===== config.mk =====
export PLATFORM = sky130hd
export DESIGN_NAME = fb_viewport
export DESIGN_NICKNAME = d
export VERILOG_FILES = /design/src/rtl/fb_pkg.sv /design/src/rtl/fb_viewport_sig_delay.sv /design/src/rtl/fb_viewport.sv
export SDC_FILE = /design/constraint.sdc
export NUM_CORES = 1
export LEC_CHECK = 0
export BUFFER_PORTS_ARGS = -buffer_cell sky130_fd_sc_hd__buf_2
export CAP_MARGIN = 30
export CORE_ASPECT_RATIO = 0.7
export CORE_MARGIN = 2
export CORE_UTILIZATION = 44
export DETAILED_ROUTE_END_ITERATION = 6
export PLACE_DENSITY_LB_ADDON = 0.12
export SLEW_MARGIN = 10
export SYNTH_ARGS = -nofsm -noshare
export SYNTH_HDL_FRONTEND = slang
export SYNTH_SLANG_ARGS = --single-unit
export TNS_END_PERCENT = 100

===== constraint.sdc =====
create_clock -name clk -period 13.13 [get_ports clk]
set_input_delay 0 -clock clk [delete_from_list [all_inputs] [get_ports clk]]
set_output_delay 0 -clock clk [all_outputs]
set_load 0.005 [all_outputs]

===== src/rtl/fb_pkg.sv =====
// Shared defaults and types for the framebuffer display viewport.
package fb_pkg;

  localparam int DEF_DISP_W = 800;
  localparam int DEF_DISP_H = 600;
  localparam int DEF_IMG_W  = 640;
  localparam int DEF_IMG_H  = 480;
  localparam int DEF_ADDR_W = 19;
  localparam int DEF_PIX_W  = 12;
  localparam int DEF_CRD_W  = 10;

  localparam logic [DEF_PIX_W-1:0] DEF_BORDER = 12'hFFF;

  typedef logic [DEF_PIX_W-1:0] pixel_t;

endpackage


===== src/rtl/fb_viewport_sig_delay.sv =====
// Fixed-depth shift register that keeps side-band signals aligned with
// framebuffer read data.
module sig_delay #(
  parameter int WIDTH = 1,
  parameter int DEPTH = 1
) (
  input  logic             clk,
  input  logic             rst_n,
  input  logic [WIDTH-1:0] d,
  output logic [WIDTH-1:0] q
);

  logic [WIDTH-1:0] stage [DEPTH];

  always_ff @(posedge clk or negedge rst_n) begin
    if (!rst_n) begin
      for (int i = 0; i < DEPTH; i++) stage[i] <= '0;
    end else begin
      stage[0] <= d;
      for (int i = 1; i < DEPTH; i++) stage[i] <= stage[i-1];
    end
  end

  assign q = stage[DEPTH-1];

endmodule


===== src/rtl/fb_viewport.sv =====
// Maps raster position to framebuffer read address with optional 2x zoom,
// inserts border colour outside the window and aligns syncs with read data.
module fb_viewport
  import fb_pkg::*;
#(
  parameter int DISP_W = DEF_DISP_W,
  parameter int DISP_H = DEF_DISP_H,
  parameter int IMG_W  = DEF_IMG_W,
  parameter int IMG_H  = DEF_IMG_H,
  parameter int ADDR_W = DEF_ADDR_W,
  parameter int PIX_W  = DEF_PIX_W,
  parameter int CRD_W  = DEF_CRD_W,
  parameter int RD_LAT = 2,
  parameter logic [PIX_W-1:0] BORDER = DEF_BORDER
) (
  input  logic              clk,
  input  logic              rst_n,
  input  logic [CRD_W-1:0]  row_in,
  input  logic [CRD_W-1:0]  col_in,
  input  logic              de_in,
  input  logic              hsync_in,
  input  logic              vsync_in,
  input  logic [CRD_W-1:0]  x_off,
  input  logic [CRD_W-1:0]  y_off,
  input  logic              zoom,
  output logic [ADDR_W-1:0] fb_addr,
  input  logic [PIX_W-1:0]  fb_data,
  output logic [PIX_W-1:0]  rgb,
  output logic              hsync,
  output logic              vsync,
  output logic              de,
  output logic              frame_start
);

  localparam int W2 = CRD_W + 2;

  logic              frame_go, locked, locked_eff;
  logic              z_sh, z_eff, first_line, first_eff;
  logic [CRD_W-1:0]  x_sh, y_sh, x_eff, y_eff;
  logic [W2-1:0]     row_w, col_w, x_w, y_w, win_w, win_h;
  logic              in_win, line_start, line_adv, line_phase, col_phase;
  logic [ADDR_W-1:0] line_base, col_cnt, base_cur, col_cur;
  logic              win_d;
  logic [4:0]        pipe_q;

  // The frame-start cycle itself already uses the incoming offsets.
  always_comb begin
    frame_go   = de_in && (row_in == '0) && (col_in == '0);
    x_eff      = frame_go ? x_off : x_sh;
    y_eff      = frame_go ? y_off : y_sh;
    z_eff      = frame_go ? zoom  : z_sh;
    locked_eff = frame_go || locked;
    first_eff  = frame_go || first_line;

    row_w = W2'(row_in);
    col_w = W2'(col_in);
    x_w   = W2'(x_eff);
    y_w   = W2'(y_eff);
    win_w = z_eff ? W2'(2 * IMG_W) : W2'(IMG_W);
    win_h = z_eff ? W2'(2 * IMG_H) : W2'(IMG_H);

    in_win = de_in && locked_eff &&
             (row_w >= y_w) && (row_w < y_w + win_h) &&
             (col_w >= x_w) && (col_w < x_w + win_w) &&
             (row_w < W2'(DISP_H)) && (col_w < W2'(DISP_W));

    line_start = in_win && (col_in == x_eff);
    line_adv   = !first_eff && (!z_eff || line_phase);

    base_cur = line_base;
    if (line_start)
      base_cur = first_eff ? '0 : (line_adv ? line_base + ADDR_W'(IMG_W) : line_base);

    if (line_start)                 col_cur = '0;
    else if (!z_eff || col_phase)   col_cur = col_cnt + ADDR_W'(1);
    else                            col_cur = col_cnt;
  end

  always_ff @(posedge clk or negedge rst_n) begin
    if (!rst_n) begin
      x_sh       <= '0;
      y_sh       <= '0;
      z_sh       <= 1'b0;
      locked     <= 1'b0;
      first_line <= 1'b0;
      line_base  <= '0;
      line_phase <= 1'b0;
      col_cnt    <= '0;
      col_phase  <= 1'b0;
      fb_addr    <= '0;
    end else begin
      if (frame_go) begin
        x_sh       <= x_off;
        y_sh       <= y_off;
        z_sh       <= zoom;
        locked     <= 1'b1;
        first_line <= 1'b1;
        line_base  <= '0;
      end
      // Line start wins over the frame-start clear when both hit together.
      if (line_start) begin
        line_base  <= base_cur;
        line_phase <= first_eff ? 1'b0 : (z_eff ? !line_phase : 1'b0);
        first_line <= 1'b0;
      end
      if (in_win) begin
        col_cnt   <= col_cur;
        col_phase <= line_start ? 1'b0 : !col_phase;
        fb_addr   <= base_cur + col_cur;
      end
    end
  end

  sig_delay #(
    .WIDTH (5),
    .DEPTH (1 + RD_LAT)
  ) u_align (
    .clk   (clk),
    .rst_n (rst_n),
    .d     ({in_win, de_in, hsync_in, vsync_in, frame_go}),
    .q     (pipe_q)
  );

  assign {win_d, de, hsync, vsync, frame_start} = pipe_q;

  always_comb begin
    if (win_d)   rgb = fb_data;
    else if (de) rgb = BORDER;
    else         rgb = '0;
  end

endmodule

==> impl_metrics.json, run 1 <==
{
  "antenna_found_initial": 0,
  "syn_area_mm2": 0.00661,
  "synth_cells": 768,
  "hpwl_um": 12500,
  "synthArstFlopShare_pct": 100,
  "setup_ws_ps": 5930,
  "clock_path_buffers": 2,
  "top_layer_used": "met4",
  "numCtsBuffers": 9,
  "gp_congestion": 0.848,
  "p_seq_share_pct": 49.0,
  "crit_path_frequent_cell": "nand2_1",
  "rows": 37,
  "wl_met1_um": 9010,
  "drtAntennaViolNets": 0,
  "drt_iter0_drc": 489,
  "switching_power_w": 0.000158,
  "p_comb_share_pct": 7.2,
  "rsz0062_at_grt": "no",
  "overflow": 0,
  "report.final.hold_viol_count": 0,
  "synth_ff_type": "dfrtp_1",
  "layout_commonest_cell": "dfrtp_1",
  "maxSlewHeadroom_pct": 42.5,
  "crit_path_max_incr_delay_ps": 680,
  "vias_per_cell": 5.52,
  "start_util_pct": 45.0,
  "grt_start_max_net_pins": 65,
  "finalMaxSlewViolations": 0,
  "synthSimpleGateAreaFrac_pct": 23.9,
  "max_freq_ghz": 0.139,
  "p_per_area_mw_per_mm2": 78.6,
  "cts_root_buf": "clkbuf_16",
  "wl_met3_um": 855,
  "outcome": "complete, no violations",
  "cts.sinks": 97,
  "die_x_um": 150,
  "vdd_drop_max_mv": 0.0577,
  "post-route-util_pct": 53.1,
  "most-common-layout-cells": "dfrtp_1 (97), nand2_1 (94), buf_2 (91)",
  "synth-xor-area-share_pct": 5.04,
  "clock_latency_ps": 350,
  "min_period_ps": 7200,
  "synth-seq-area-share_pct": 36.7,
  "vias": 5928,
  "ctsHtreeMaxLevel": 3,
  "critPathKind": "input port to register",
  "p_clk_share_pct": 43.8,
  "antennaDiodeCount": 0,
  "critPathRequiredTime_ps": 13340,
  "pre_cts_ws_ps": 6200,
  "regArea_mm2": 0.00243,
  "clock_skew_ps": 8.45,
  "multiInputGateArea_mm2": 0.00391,
  "dr.pass1.iters": 5,
  "synthesis.nets": 875,
  "drc": 0,
  "clk_transition_reported_paths_ps": 80,
  "ios": 93,
  "drt-wirelength-per-cell_um": 15.8,
  "ys_warn_count": 0,
  "p_leak_nw": 3.88,
  "grt_pass1_wl_um": 28100,
  "cell_internal_pwr_w": 0.000455,
  "period_share_pct": 54.8,
  "fillCellCount": 1370,
  "layout-drive-gt1-share_pct": 15.9,
  "end_kind": "register",
  "avgSynthCellArea_um2": 8.60,
  "synth_cell_type_count": 70,
  "final_cells": 1073,
  "io_buffers": 92,
  "finalNetCount": 980,
  "setup_violations": 0,
  "placed_cells": 1029,
  "cp.arrival_ps": 7410,
  "synth_edf_count": 0,
  "crit_fanout": 52,
  "setup_tns_ps": 0,
  "synthAdderAreaFrac_pct": 9.56,
  "tightest_slew_ps": 862,
  "finalWirelength_um": 17000,
  "yosys_register_bits": 97,
  "core_mm2": 0.0147,
  "grt.total_usage_pct": 22.1,
  "grt_pass1_vias": 5613,
  "die_h_um": 107,
  "area_growth_pct": 18.0,
  "crit_path_start_kind": "input port",
  "maxCapViolations": 0,
  "synth_mux_area_share_pct": 2.46,
  "fp.dieArea_mm2": 0.0160,
  "synth_top_family_by_area": "simple AND/OR/NAND/NOR gates",
  "synth_compound_area_share_pct": 18.2,
  "hp-class": "input port to async pin",
  "cts_tree": "yes",
  "p_sw_share_pct": 25.7,
  "cp_slowest_cell": "nor2_2",
  "route.met2.wl_um": 7010
}
[registers in the layout (all words and copies together) (netlist names), 5 cells and up]
name,cells
col_cnt,19
fb_addr,19
line_base,19
u_align.q,5
u_align.stage,10
x_sh,10
y_sh,10
[stage by stage]
stage / area (um^2) / hold WS [ps] / total power [W]
after detailed placement: 7220 / -16.2 / 0.000345
after global placement: 7220 / -33.6 / 0.000344
final: 7790 / 120 / 0.000612
after CTS: 7790 / 144 / 0.000619
after global routing: 7790 / 182 / 0.000637
after floorplan: 6610 / -296 / 0.000320
[cell usage after synthesis, types with 6 or more instances]
master    instances  share of area (%)
a21o_1            7               0.80
a21oi_1          37                2.8
a22o_1            9                1.2
a31oi_1          21                2.0
and2_1           23                2.2
and3_1           17                1.6
buf_2             8               0.61
clkbuf_1         19                1.1
dfrtp_1          97                 37
ha_1             48                9.1
inv_1            32                1.8
mux2i_1          14                2.1
nand2_1          94                5.3
nand2b_1         16                1.5
nand3_1          19                1.4
nand3b_1          6               0.68
nand4_1           8               0.76
nor2_1           68                3.9
nor2b_1          10               0.95
nor3_1           10               0.76
o21ai_0          68                5.2
o31ai_1          14                1.6
xnor2_1          21                2.8
xor2_1           17                2.3
[power by group through the flow]
| stage | Combinational, W | Clock (W) | Sequential [W] |
|---|---|---|---|
| after CTS | 0.0000445 | 0.000275 | 0.000300 |
| final | 0.0000442 | 0.000268 | 0.000300 |
| after detailed placement | 0.0000386 | 0 | 0.000306 |
| after global routing | 0.0000495 | 0.000288 | 0.000300 |
| after floorplan | 0.0000137 | 0 | 0.000306 |
| after global placement | 0.0000374 | 0 | 0.000306 |
[critical path: cells and delay by family]
family	cells	cell delay (ps)
XOR/XNOR	1	150
AND/OR/NAND/NOR	12	3280
buffers and inverters	4	1180
AO/OA/AOI/OAI	10	2170
adder cells (fa/ha/maj)	2	590
[cell families after synthesis]
| group | count (synthesis) |
|---|---|
| flip-flops | 97 |
| multiplexers | 16 |
| XOR/XNOR | 38 |
| adder cells (fa/ha/maj) | 50 |
| buffers and inverters | 65 |
| AND/OR/NAND/NOR | 308 |
| AO/OA/AOI/OAI | 194 |
[final timing paths]
path	startpoint	end	slack (ps)	cells after the start
min in group clk	col_in[6]	y_sh[5]	170	5
worst min register to register	u_align.stage[8]	u_align.q[3]	350	0
max in group asynchronous	rst_n	fb_addr[12]	11780	3
worst max register to register	z_sh	fb_addr[17]	6950	25
worst min-delay path	rst_n	x_sh[4]	120	2
worst max-delay path	col_in[4]	fb_addr[17]	5930	29
[layer usage]
metal  vias to the layer above  GRT usage [%]
li1                       2948              -
met5                         -              0
met2                       155           31.8
met3                        13           3.99
met4                         0           4.31
met1                      2812           34.5
[cell type report]
| type | count | area share (%) |
|---|---|---|
| flip-flops and latches | 97 | 31.1 |
| clock buffers | 9 | 2.89 |
| well taps | 195 | 3.13 |
| inverters | 33 | 1.62 |
| multi-input cells | 606 | 50.2 |
| repair buffers | 126 | 10.1 |
| clock inverters | 7 | 0.931 |
[timing repair]
item / 4_1_cts / 5_1_grt
endpoints found under the hold margin: 57 / 0
buffers inserted: 0 / 0
hold buffers: 28 / 0
resized for setup: 0 / 0
No activity file was read; power rests on OpenSTA's default activity.
==> run 2: changes to the inputs <==
Settings changed: ABC_AREA set to 1.
Clock period 13.13 ns to 6.35 ns, I/O delays scaled along.
==> impl_metrics.json, run 2 <==
{
  "clock_latency_ps": 350,
  "syn_area_mm2": 0.00677,
  "hp-class": "input port to register",
  "drc": 0,
  "crit_path_max_incr_delay_ps": 520,
  "ios": 93,
  "layout-drive-gt1-share_pct": 15.4,
  "numCtsBuffers": 9,
  "area_growth_pct": 17.2,
  "post_cts_buffers": 0,
  "hold_ws_ps": 40.8,
  "clock_skew_ps": 11.6,
  "whs_path_depth": 3,
  "synthArstFlopShare_pct": 100,
  "cts_tree": "yes",
  "yosys_register_bits": 97,
  "yosys.area.top_type": "dfrtp_1",
  "avgSynthCellArea_um2": 7.43,
  "antennaDiodeCount": 0,
  "period_share_pct": 89.6,
  "finalMaxSlewViolations": 0,
  "synthesis.nets": 1018,
  "crit_fanout": 16,
  "cts_root_buf": "clkbuf_16",
  "dr.pass1.iters": 5,
  "grt_start_max_net_pins": 70,
  "yosysMostFrequentCell": "nand2_1",
  "grt_pass1_vias": 5567,
  "maxCapViolations": 0,
  "overflow": 0,
  "setup_tns_ps": 0,
  "synth_cells": 911,
  "die_x_um": 152,
  "antenna_found_initial": 0,
  "synth_edf_count": 0,
  "fp.dieArea_mm2": 0.0164,
  "rsz0062_at_grt": "no",
  "setup_violations": 0,
  "report.final.hold_viol_count": 0,
  "netlist_top_cells_area": "dfrtp_1 (36%), nand2_1 (14%), ha_1 (8.9%)",
  "finalWirelength_um": 16600,
  "synth_common_cells": "nand2_1 (261), inv_1 (141), dfrtp_1 (97)",
  "vias": 6021,
  "clock_path_buffers": 2,
  "post-route-util_pct": 53.4,
  "rr_worst_depth": 30,
  "layout_commonest_cell": "nand2_1",
  "cp.arrival_ps": 5960,
  "maxSlewHeadroom_pct": 54.7,
  "cts.sinks": 97,
  "critPathKind": "input port to register",
  "p_per_area_mw_per_mm2": 185,
  "start_util_pct": 45.6,
  "die_h_um": 108,
  "most-common-layout-cells": "nand2_1 (260), inv_1 (141), dfrtp_1 (97)",
  "vias_per_cell": 4.93,
  "grt.total_usage_pct": 21.5,
  "crit_path_start_kind": "input port",
  "largestRegisters": "col_cnt: 19 flops, fb_addr: 19 flops, line_base: 19 flops",
  "max_freq_ghz": 0.176,
  "crit_path_frequent_cell": "nand2_1",
  "p_leak_nw": 4.28,
  "hpwl_um": 12600,
  "vdd_drop_max_mv": 0.135,
  "finalNetCount": 1129,
  "synth_top_area_share_pct": 35.8,
  "min_period_ps": 5690,
  "tightest_slew_ps": 671,
  "drt-wirelength-per-cell_um": 13.6,
  "core_mm2": 0.0149,
  "drt_iter0_drc": 424,
  "outcome": "complete, no violations",
  "clk_transition_reported_paths_ps": 70,
  "cp_slowest_cell": "dlygate4sd3_1",
  "critPathRequiredTime_ps": 6620,
  "gp_congestion": 0.889,
  "ctsHtreeMaxLevel": 3,
  "synth-seq-area-share_pct": 35.8,
  "io_buffers": 92,
  "end_kind": "register",
  "synth_cell_type_count": 46,
  "rows": 37,
  "synth_ff_type": "dfrtp_1",
  "grt_pass1_wl_um": 28400,
  "ys_warn_count": 0,
  "drtAntennaViolNets": 0
}
## run 2: changes by cell type in the layout (fill, tap and decap cells not counted), moves of 10 or more
cell      before  now
a31oi_1       21    2
and2_1        23    0
and3_1        17    0
inv_1         32  141
mux2i_1       14    0
nand2_1       94  260
nand2b_1      16    0
nand3_1       19   35
nand4_1        8   24
nor2_1        68   44
nor2b_1       10    0
o21ai_0       68   51
o21ai_1        3   28
o31ai_1       14    1
## run 2: final timing paths
| path | slack [ps] | to | startpoint |
|---|---|---|---|
| max | 660 | fb_addr[15] | de_in |
| min | 40 | x_sh[8] | x_off[8] |
| max reg2reg | 1350 | fb_addr[15] | z_sh |
| min reg2reg | 350 | u_align.q[4] | u_align.stage[9] |
| max in group asynchronous | 5260 | col_cnt[5] | rst_n |
| min in group asynchronous | 110 | y_sh[1] | rst_n |
## run 2: cell type report
type,instances,area (um^2)
sequential,97,2430
clock inverter,7,60.1
inverter,144,542
fill,1441,6920
clock buffer,9,225
multi-input combinational,650,3690
tap,195,244
timing repair buffer,120,756
## run 2: cells by family (layout without fill, tap and decap cells)
family          count (synthesis)  in the layout  synth area share [%]
mux                             2              2                 0.333
buf+inv                       164            280                  9.86
simple gates                  411            411                  27.6
fa+ha+maj                      49             49                  9.16
compound gates                146            146                  11.8
xor+xnor                       42             42                  5.43
flops                          97             97                  35.8
## run 2: repair_timing
item                       4_1_cts  5_1_grt
resized for setup                0        4
setup endpoints to repair        0        1
hold buffers                    20        0
hold endpoints to repair        47        0
## run 2: routing by layer
metal  GRT usage [%]  share of wire, %
met3            4.39               5.2
met1            34.1                57
met5               0                 0
met2            30.0                38
met4            3.40              0.52
## run 2: worst max-delay path, delay by kind of cell
kind	cells	cell delay, ps
xor gates and xnor gates	2	320
adders and majority gates	4	1100
and+or+nand+nor	12	1640
buffers and inverters	6	940
AOI/OAI and AO/OA	12	1930
## run 2: power by group
group | switching, W | total, W | internal (W)
Clock | 0.000256 | 0.000530 | 0.000274
Sequential | 0.0000292 | 0.000686 | 0.000657
Combinational | 0.000147 | 0.000255 | 0.000108
Total | 0.000432 | 0.00147 | 0.00104
## run 2: per-stage QoR
| step | power, W | setup WS, ps | instances | cell area [um^2] |
|---|---|---|---|---|
| after floorplan | 0.000838 | 1430 | 911 | 6770 |
| after global placement | 0.000939 | 797 | 1185 | 7420 |
| after detailed placement | 0.000942 | 688 | 1185 | 7420 |
| after CTS | 0.00149 | 562 | 1221 | 7910 |
| after global routing | 0.00157 | 22.6 | 1222 | 7940 |
| final | 0.00147 | 661 | 1222 | 7940 |
==> run 3: changes to the inputs <==
Settings changed: PLACE_DENSITY set to 0.66, PLACE_DENSITY_LB_ADDON 0.12 to unset.
==> impl_metrics.json, run 3 (same netlist as run 2, synthesis figures left out) <==
{
  "outcome": "complete, no violations",
  "largestRegisters": "col_cnt: 19 flops, fb_addr: 19 flops, line_base: 19 flops",
  "dr.pass1.iters": 5,
  "layout_commonest_cell": "nand2_1",
  "finalNetCount": 1127,
  "max_freq_ghz": 0.171,
  "hpwl_um": 12400,
  "crit_path_frequent_cell": "nand2_1",
  "period_share_pct": 92.1,
  "start_util_pct": 45.6,
  "finalWirelength_um": 16600,
  "drt_iter0_drc": 538,
  "drtAntennaViolNets": 0,
  "grt_pass1_vias": 5769,
  "io_buffers": 92,
  "clock_latency_ps": 350,
  "cts_root_buf": "clkbuf_16",
  "most-common-layout-cells": "nand2_1 (260), inv_1 (140), dfrtp_1 (97)",
  "vias_per_cell": 5.02,
  "report.final.hold_viol_count": 0,
  "core_mm2": 0.0149,
  "p_leak_nw": 4.26,
  "critPathRequiredTime_ps": 6550,
  "min_period_ps": 5850,
  "clock_path_buffers": 2,
  "gp_congestion": 0.943,
  "hp-class": "input port to register",
  "cp.arrival_ps": 6040,
  "numCtsBuffers": 9,
  "grt_start_max_net_pins": 74,
  "setup_ws_ps": 503,
  "area_growth_pct": 17.2,
  "die_x_um": 152,
  "pre_cts_ws_ps": 408,
  "grt.total_usage_pct": 21.5,
  "overflow": 0,
  "finalMaxSlewViolations": 0,
  "hp-start": "y_off[9]",
  "rows": 37,
  "fp.dieArea_mm2": 0.0164,
  "setup_violations": 0,
  "cts_tree": "yes",
  "fillCellCount": 1421,
  "r2r_start": "z_sh",
  "ios": 93,
  "drt-wirelength-per-cell_um": 13.6,
  "multiInputGateArea_mm2": 0.00370,
  "layout-drive-gt1-share_pct": 15.6,
  "clk_transition_reported_paths_ps": 70,
  "crit_path_start_kind": "input port",
  "ctsHtreeMaxLevel": 3,
  "drc": 0,
  "vdd_drop_max_mv": 0.128,
  "die_h_um": 108,
  "p_per_area_mw_per_mm2": 186,
  "tightest_slew_ps": 769,
  "cts.sinks": 97,
  "hold_ws_ps": 26.8,
  "critPathKind": "input port to register",
  "end_kind": "register",
  "clock_skew_ps": 15.6,
  "crit_path_max_incr_delay_ps": 520,
  "crit_fanout": 16,
  "cp_slowest_cell": "dlygate4sd3_1",
  "vias": 6120,
  "regArea_mm2": 0.00243,
  "p_total_w": 0.00148,
  "maxSlewHeadroom_pct": 48.6,
  "antenna_found_initial": 0,
  "antennaDiodeCount": 0,
  "maxCapViolations": 0,
  "grt_pass1_wl_um": 28800,
  "crit_path_start": "de_in"
}
run 3: worst paths after layout:
path                       slack, ps           end  cells after the start
setup / recovery                 500   fb_addr[15]                     36
hold / removal                    30       y_sh[9]                      3
setup reg to reg                1170   fb_addr[15]                     30
hold reg to reg                  350  u_align.q[3]                      0
max in group asynchronous       5320       x_sh[7]                      4
min in group asynchronous         90       y_sh[0]                      2
run 3: layout make-up:
type                       instances  area share, %
multi-input combinational        650           46.7
clock buffer                       9           2.84
sequential                        97           30.6
tap                              195           3.07
clock inverter                     7          0.804
timing repair buffer             118           9.14
inverter                         144           6.87
run 3: worst max-delay path: cells and delay by family:
family	cells	cell delay, ps
buffers and inverters	4	820
AOI/OAI and AO/OA	14	1990
adders and majority gates	4	1130
and+or+nand+nor	12	1760
xor gates and xnor gates	2	340
run 3: per-stage QoR:
| step | utilization [%] | cells | instance area, um^2 | setup TNS (ps) |
|---|---|---|---|---|
| 2_1_floorplan | - | 911 | 6770 | 0 |
| 3_3_place_gp | 49.7 | 1183 | 7390 | 0 |
| 3_5_place_dp | 49.7 | 1183 | 7390 | 0 |
| 4_1_cts | 53.0 | 1218 | 7870 | 0 |
| 5_1_grt | 53.4 | 1220 | 7940 | -8.82 |
| 6_report | 53.4 | 1220 | 7940 | 0 |
run 3: power by group:
part	leakage [nW]	internal (W)	total (W)	switching [W]
Combinational	2.87	0.000107	0.000256	0.000149
Sequential	1.25	0.000656	0.000683	0.0000265
Clock	0.140	0.000274	0.000538	0.000264
run 3: repair_timing:
item | in CTS | in global routing
hold buffers | 19 | 0
resized for setup | 0 | 11
hold endpoints to repair | 42 | 0
buffers inserted | 0 | 1
endpoints found under the setup margin | 0 | 5
run 3: routing by layer:
layer	vias up	global-route usage (%)	wire, um
met5	-	0	0
met4	0	4.41	144
met3	14	3.06	856
met2	179	30.4	6510
met1	2773	34.3	9080
li1	3154	-	-
